==> src/rtl/serial_mag_comp_ctrl_if.sv <==
`default_nettype none
// +----------------------------------------------------------------------------+
// | Module   : serial_mag_comp_ctrl_if                                         |
// | Purpose  : Request/result bundle for the serial magnitude comparator.      |
// | Revision : 1.0                                                             |
// +----------------------------------------------------------------------------+
interface serial_mag_comp_ctrl_if #(
  parameter int WIDTH = 8,
  parameter int CW    = $clog2(WIDTH / 2) + 1
);
  logic             start;
  logic [WIDTH-1:0] a;
  logic [WIDTH-1:0] b;
  logic             busy;
  logic             done;
  logic             greater;
  logic             equal;
  logic             less;
  logic [CW-1:0]    slices;

  modport master (
    output start, a, b,
    input  busy, done, greater, equal, less, slices
  );

  modport slave (
    input  start, a, b,
    output busy, done, greater, equal, less, slices
  );
endinterface
`default_nettype wire

==> src/rtl/serial_mag_comp_ctrl.sv <==
`default_nettype none
// +----------------------------------------------------------------------------+
// | Module   : serial_mag_comp_ctrl                                            |
// | Purpose  : MSB-first multi-cycle magnitude compare, one 2-bit slice/cycle. |
// | Revision : 1.0                                                             |
// +----------------------------------------------------------------------------+

module serial_mag_comp_ctrl_slice2 (
  input  wire logic       en,
  input  wire logic [1:0] a,
  input  wire logic [1:0] b,
  output logic            gt,
  output logic            eq,
  output logic            lt
);
  assign gt = en & (a > b);
  assign eq = en & (a == b);
  assign lt = en & (a < b);
endmodule

module serial_mag_comp_ctrl #(
  parameter int WIDTH = 8,
  parameter int CW    = $clog2(WIDTH / 2) + 1
) (
  input  wire logic              clk,
  input  wire logic              rst_n,
  serial_mag_comp_ctrl_if.slave  bus
);
  localparam int N  = WIDTH / 2;
  localparam int IW = (N > 1) ? $clog2(N) : 1;

  localparam logic [0:0]    c_idle = 1'b0;
  localparam logic [0:0]    c_comp = 1'b1;
  localparam logic [IW-1:0] c_last = IW'(N - 1);
  localparam logic [CW-1:0] c_n    = CW'(N);

  logic [0:0]          r_state;
  logic [N-1:0][1:0]   r_a;
  logic [N-1:0][1:0]   r_b;
  logic [IW-1:0]       r_idx;
  logic                r_done;
  logic                r_greater;
  logic                r_equal;
  logic                r_less;
  logic [CW-1:0]       r_slices;

  logic                w_gt;
  logic                w_eq;
  logic                w_lt;
  logic                w_finish;

  serial_mag_comp_ctrl_slice2 u_slice (
    .en (r_state == c_comp),
    .a  (r_a[r_idx]),
    .b  (r_b[r_idx]),
    .gt (w_gt),
    .eq (w_eq),
    .lt (w_lt)
  );

  // An unequal slice settles the answer; reaching slice 0 settles it too.
  assign w_finish = w_gt | w_lt | (r_idx == '0);

  always_ff @(posedge clk or negedge rst_n) begin
    if (!rst_n) begin
      r_state   <= c_idle;
      r_a       <= '0;
      r_b       <= '0;
      r_idx     <= '0;
      r_done    <= 1'b0;
      r_greater <= 1'b0;
      r_equal   <= 1'b0;
      r_less    <= 1'b0;
      r_slices  <= '0;
    end else begin
      r_done <= 1'b0;
      case (r_state)
        c_idle: begin
          if (bus.start) begin
            r_a     <= bus.a;
            r_b     <= bus.b;
            r_idx   <= c_last;
            r_state <= c_comp;
          end
        end
        c_comp: begin
          if (w_finish) begin
            r_greater <= w_gt;
            r_equal   <= w_eq;
            r_less    <= w_lt;
            r_slices  <= c_n - CW'(r_idx);
            r_done    <= 1'b1;
            r_state   <= c_idle;
          end else begin
            r_idx <= r_idx - 1'b1;
          end
        end
        default: r_state <= c_idle;
      endcase
    end
  end

  assign bus.busy    = (r_state == c_comp);
  assign bus.done    = r_done;
  assign bus.greater = r_greater;
  assign bus.equal   = r_equal;
  assign bus.less    = r_less;
  assign bus.slices  = r_slices;
endmodule
`default_nettype wire
==> src/flat_wrapper.sv <==
// flat-port wrapper written by rule: the top's interface ports become plain ports
module serial_mag_comp_ctrl_flat 
#(
  parameter int WIDTH = 8,
  parameter int CW    = $clog2(WIDTH / 2) + 1
)
  (clk, rst_n, bus_start, bus_a, bus_b, bus_busy, bus_done, bus_greater, bus_equal, bus_less, bus_slices);
  serial_mag_comp_ctrl_if #(.WIDTH(WIDTH), .CW(CW)) bus_i ();
  input  wire logic clk;
  input  wire logic rst_n;
  input wire logic [$bits(bus_i.start)-1:0] bus_start;
  input wire logic [$bits(bus_i.a)-1:0] bus_a;
  input wire logic [$bits(bus_i.b)-1:0] bus_b;
  output wire logic [$bits(bus_i.busy)-1:0] bus_busy;
  output wire logic [$bits(bus_i.done)-1:0] bus_done;
  output wire logic [$bits(bus_i.greater)-1:0] bus_greater;
  output wire logic [$bits(bus_i.equal)-1:0] bus_equal;
  output wire logic [$bits(bus_i.less)-1:0] bus_less;
  output wire logic [$bits(bus_i.slices)-1:0] bus_slices;
  assign bus_i.start = bus_start;
  assign bus_i.a = bus_a;
  assign bus_i.b = bus_b;
  assign bus_busy = bus_i.busy;
  assign bus_done = bus_i.done;
  assign bus_greater = bus_i.greater;
  assign bus_equal = bus_i.equal;
  assign bus_less = bus_i.less;
  assign bus_slices = bus_i.slices;
  serial_mag_comp_ctrl #(.WIDTH(WIDTH), .CW(CW)) u_core (.clk(clk), .rst_n(rst_n), .bus(bus_i));
endmodule
==> config.mk <==
export PLATFORM = sky130hd
export DESIGN_NAME = serial_mag_comp_ctrl_flat
export DESIGN_NICKNAME = d
export VERILOG_FILES = /design/src/rtl/serial_mag_comp_ctrl_if.sv /design/src/rtl/serial_mag_comp_ctrl.sv /design/src/flat_wrapper.sv
export SDC_FILE = /design/constraint.sdc
export NUM_CORES = 1
export LEC_CHECK = 0
export CAP_MARGIN = 10
export CORE_MARGIN = 2
export CORE_UTILIZATION = 53
export DETAILED_ROUTE_END_ITERATION = 10
export MAX_ROUTING_LAYER = met4
export PLACE_DENSITY = 0.83
export RECOVER_POWER = 50
export SETUP_SLACK_MARGIN = 0.2
export SLEW_MARGIN = 20
export SYNTH_ARGS = -nofsm -noshare
export SYNTH_HDL_FRONTEND = slang
export SYNTH_HIERARCHICAL = 1
export SYNTH_SLANG_ARGS = --single-unit
export TNS_END_PERCENT = 5
==> constraint.sdc <==
create_clock -name clk -period 7.7 [get_ports clk]
set_input_delay 1.925 -clock clk [delete_from_list [all_inputs] [get_ports clk]]
set_output_delay 1.925 -clock clk [all_outputs]
set_load 0.02 [all_outputs]
=== After elaboration in Yosys (flattened, before gate mapping) ===
Index checks and enable logic that the tools add are counted.

* Register bits: 26
* Input port bits: 19

* Add/subtract/negate cells: 2
* Magnitude comparators: 3
* Equal/unequal tests: 3
* Multiplexer cells: 12
* Bitwise operators: 6
* Reduce and logical (&&, ||, !) cells: 4

{| class="wikitable"
|+ Operators by type and width
! kind !! count
|-
| binary-select mux 2 bit (select 2 bit) || 2
|-
| 2-to-1 mux 2 bit || 4
|-
| AND reduction 2 bit || 3
|-
| 2-to-1 mux 1 bit || 4
|-
| != test 2 bit, second input constant || 2
|-
| one-hot mux 2 bit (2 select lines) || 1
|-
| bitwise AND 1 bit || 3
|-
| less-than comparator 2 x 3 -> 1 bit, second input constant || 1
|-
| subtractor 3 x 2 -> 3 bit, first input constant || 1
|-
| == test 2 bit || 1
|-
| greater-than comparator 2 bit || 1
|-
| zero test 2 bit || 1
|-
| less-than comparator 2 bit || 1
|-
| bitwise OR 1 bit || 2
|-
| one-hot mux 1 bit (2 select lines) || 1
|-
| subtractor 2 x 1 -> 2 bit, second input constant || 1
|-
| inverter 1 bit || 1
|}

=== Logic depth before layout (Yosys ltp) ===
* Depth after elaboration: 8
* Mapped depth: 9
* Mapped depth without buffers: 8

=== Modules after synthesis ===
Netlist, hierarchy kept.

{| class="wikitable"
|+ By module, submodules not included
! module !! instances !! cells each !! area each (µm²)
|-
| serial_mag_comp_ctrl || 1 || 70 || 1,159.9
|-
| serial_mag_comp_ctrl_slice2 || 1 || 9 || 80.1
|}

=== Worst setup path before layout ===
OpenSTA, ideal clock, no wires.

* Path kind: in2reg
* Start point: input port bus_start
* End point: register u_core/r_a[2] (netlist name)
* Library setup time: 125 ps
* Arrival: 2,625 ps
* Data required time: 7,575 ps
* Path slack: 4,950 ps
* Stages on the path: 4
* Path through: nor2b_2 -> buf_6 -> buf_6 -> mux2_4

* Longest elaborated chain between the ends: 1

{| class="wikitable"
|+ RTL lines
! element !! line !! RTL
|-
| from (decl) || flat_wrapper.sv:11 || <nowiki>input wire logic [$bits(bus_i.start)-1:0] bus_start;</nowiki>
|-
| AND reduction 2 bit (no source line) || - ||
|-
| to (signal assigned) || serial_mag_comp_ctrl.sv:80 || <nowiki>r_a <= bus.a;</nowiki>
|-
| to (decl) || serial_mag_comp_ctrl.sv:38 || <nowiki>logic [N-1:0][1:0] r_a;</nowiki>
|}

Every way passes these cells.
A chain may end at the register's enable or synchronous reset.

=== Final worst setup path ===
* Start point: register u_core.r_state (netlist: u_core/bus.busy)
* End point: output port bus_busy

{| class="wikitable"
|+ RTL lines
! element !! line !! RTL
|-
| from (decl) || serial_mag_comp_ctrl.sv:37 || <nowiki>logic [0:0] r_state;</nowiki>
|-
| from (signal assigned) || serial_mag_comp_ctrl.sv:66 || <nowiki>r_state <= c_idle;</nowiki>
|-
| from (signal assigned) || serial_mag_comp_ctrl.sv:83 || <nowiki>r_state <= c_comp;</nowiki>
|-
| from (signal assigned) || serial_mag_comp_ctrl.sv:93 || <nowiki>r_state <= c_idle;</nowiki>
|-
| to (decl) || flat_wrapper.sv:14 || <nowiki>output wire logic [$bits(bus_i.busy)-1:0] bus_busy;</nowiki>
|}

No word-level cell between the ends.

==> flow_metrics.tcl <==
set metrics [dict create \
    multi_input_area_um2 505 \
    use_met2_pct 29.6 \
    drv_cap 0 \
    final_cell_mix "26 x dfrtp_1, 25 x clkdlybuf4s50_1, 10 x mux2_4" \
    swShare_pct 33.7 \
    power.leakage_nw 0.685 \
    hpwlAfterDp_mm 1.43 \
    wl_per_cell_um 14.2 \
    worstRegToRegCells 6 \
    nNetsFinal 128 \
    crit_chain "clkdlybuf4s50_1" \
    grt_antenna_before_repair 0 \
    die_h_um 52.4 \
    min_path_cells 2 \
    fillCellCount 172 \
    diodes 0 \
    status "finished clean" \
    peakVddDrop_mv 0.281 \
    detail-route-antenna-nets 0 \
    cp_slowest_stage_delay_ps 680 \
    fp.coreArea_mm2 0.00221 \
    area_growth_syn_to_layout_pct 22.3 \
    io_pins 27 \
    cts_tree "yes" \
    hp-class "reg2reg" \
    period_minus_slack_ps 3540 \
    syn_area_mm2 0.00124 \
    p_per_area_mw_per_mm2 473 \
    use_met3_pct 5.14 \
    synth_area_leader_cell "dfrtp_1" \
    numPortBuffers 26 \
    rsz0062_at_grt "no" \
    switching_power_mw 0.242 \
    synth_cell_types 22 \
    r2r-end "u_core/bus.equal" \
    grt_pass1_vias 737 \
    grt.busiest_layer "met2" \
    initial_core_util_pct 56.1 \
    grt-ovfl-total 0 \
    startpoint_type "flip-flop" \
    hold_buffers 0 \
    layout_commonest_cell "dfrtp_1" \
    rr_startpoint "u_core/r_idx[0]" \
    path_buf_inv 1 \
    die_x_um 52.4 \
    syn_inst 79 \
    dpl_cell_area_mm2 0.00150 \
    viasPerCell 5.41 \
    wirelength_mm 1.88 \
    final_layout_size_suffix_gt1_share_pct 28.6 \
    grt_max_degree 27 \
    report.final.setup_viol 0 \
    cpMaxStageDelayCell "clkdlybuf4s50_1" \
    grt_pass1_wl_mm 3.32 \
    clockRootBuffer "clkbuf_4" \
    dieArea_mm2 0.00274 \
    rows 17 \
    syn-num-nets 101 \
    max_clock_freq_mhz 283 \
    synth.top_cell.area_share_pct 52.5 \
    finish.instance_area_mm2 0.00152 \
    end_kind "output port" \
    synth_seq_cells 26 \
    h-tree-depth 1 \
    post_cts_resized 0 \
    min_period_over_period_pct 46.0 \
    synth_warnings 6 \
    crit_family "buffers and inverters" \
    fin_skew_ps 8.73 \
    drc_errors 0 \
    synthTopCellsByArea "dfrtp_1 52%, mux2_4 12%, mux2_2 7.3%" \
    clkPwrFrac_pct 12.8 \
    regArea_um2 651 \
    use_met1_pct 20.1 \
    drt_iter0_drc 8 \
    p_seq_share_pct 35.6 \
    dr.pass1.iters 4 \
    clock_latency_ps 320 \
    cp.required_ps 5780 \
    yosysSeqAreaShare_pct 52.5 \
    min_from "u_core/bus.slices[0]" \
    regToRegSetupSlack_ps 4430 \
    vias 719 \
    finalHoldViolations 0 \
    hold-path-endpoint "u_core/bus.slices[0]" \
    clkSinkCount 26 \
    worstMarginPinSlew_ps 1310 \
    synth_area_per_cell_um2 15.7 \
    cp.arrival_ps 1610 \
    tns_ps 0 \
    place_congestion 0.744 \
    grtUsageTotal_pct 17.3 \
    slew-limit-headroom_pct 12.7 \
    p_int_mw 0.476 \
    cts_setup_buffers 0 \
    clkTransAtPathRegs_ps 140 \
    cts_buffers 3 \
    path_class "reg2out" \
    cts.path.max_buffers 2 \
    p_comb_share_pct 51.6 \
    drv_slew 0 \
    path_max_fanout 13 \
]
[routing by layer]
layer  share of wire (%)  wire [um]
met1                  42        785
met2                  53        990
met3                 5.0         95
met4                0.58         11
met5                   0          0
[worst max-delay path by stage]
| stage | from | end | slack, ps | depth (start not counted) |
|---|---|---|---|---|
| detailed placement | bus_start | u_core/r_a[3] | 3910 | 3 |
| finish | u_core/bus.busy | bus_busy | 4160 | 1 |
| global placement | bus_start | u_core/r_a[0] | 3950 | 3 |
| global route | u_core/bus.busy | bus_busy | 4060 | 1 |
| floorplan | bus_start | u_core/r_a[2] | 4950 | 4 |
| CTS | u_core/bus.busy | bus_busy | 4100 | 1 |
[cell type report]
class | count | share of cell area [%]
clock buffer | 3 | 1.49
clock inverter | 1 | 1.98
inverter | 5 | 1.24
multi-input combinational | 44 | 33.3
sequential | 26 | 42.9
tap | 28 | 2.31
timing repair buffer | 26 | 16.7
[logic make-up after synthesis]
kind of cell	count (synthesis)	share of synthesized area (%)
multiplexers	22	26.6
AO/OA/AOI/OAI	10	7.97
AND/OR/NAND/NOR	9	5.25
adder cells (fa/ha/maj)	3	3.03
buffers and inverters	9	4.64
flip-flops	26	52.5
[per-stage QoR]
stage / setup slack, ps / power, mW / std cells / utilization [%] / hold WS (ps)
6_report: 4160 / 0.718 / 133 / 68.6 / 503
3_5_place_dp: 3910 / 0.669 / 129 / 67.6 / 482
3_3_place_gp: 3950 / 0.654 / 129 / 67.6 / 466
4_1_cts: 4100 / 0.763 / 133 / 70.0 / 512
5_1_grt: 4060 / 0.777 / 133 / 68.6 / 543
2_1_floorplan: 4950 / 0.583 / 79 / - / 475
[worst reg2reg max path: cells and delay by family (launching register included)]
kind	cells	cell delay, ps
multiplexers	2	990
AND/OR/NAND/NOR	1	150
adder cells (fa/ha/maj)	1	330
AO/OA/AOI/OAI	2	1120
flip-flops	1	560
[cell usage after synthesis]
| cell | number |
|---|---|
| nand2_1 | 2 |
| dfrtp_1 | 26 |
| ha_1 | 3 |
| o211a_1 | 1 |
| a22o_1 | 2 |
| o21ai_0 | 2 |
| a22o_2 | 1 |
| buf_6 | 3 |
| mux2_4 | 10 |
| nor2b_2 | 1 |
| mux4_2 | 4 |
| o21a_4 | 1 |
| nor3_1 | 1 |
| mux2_2 | 8 |
| o21a_1 | 2 |
| o31ai_4 | 1 |
| inv_1 | 5 |
| buf_2 | 1 |
| and3_2 | 1 |
| nor2b_4 | 1 |
| nor3b_2 | 1 |
| nand3_1 | 2 |
[power groups by stage]
stage	Sequential, mW	Combinational [mW]	Clock [mW]
3_3_place_gp	0.257	0.397	0
4_1_cts	0.258	0.409	0.0947
2_1_floorplan	0.257	0.326	0
6_report	0.256	0.370	0.0920
5_1_grt	0.267	0.409	0.101
3_5_place_dp	0.261	0.408	0
[registers in the layout, summed over array words and instances, names as in the netlist]
name                flops
u_core/r_idx            2
u_core/bus.done         1
u_core/bus.busy         1
u_core/bus.equal        1
u_core/bus.slices       3
u_core/r_b              8
u_core/bus.less         1
u_core/bus.greater      1
u_core/r_a              8
Note: power is estimated with default switching activity, not from simulation.
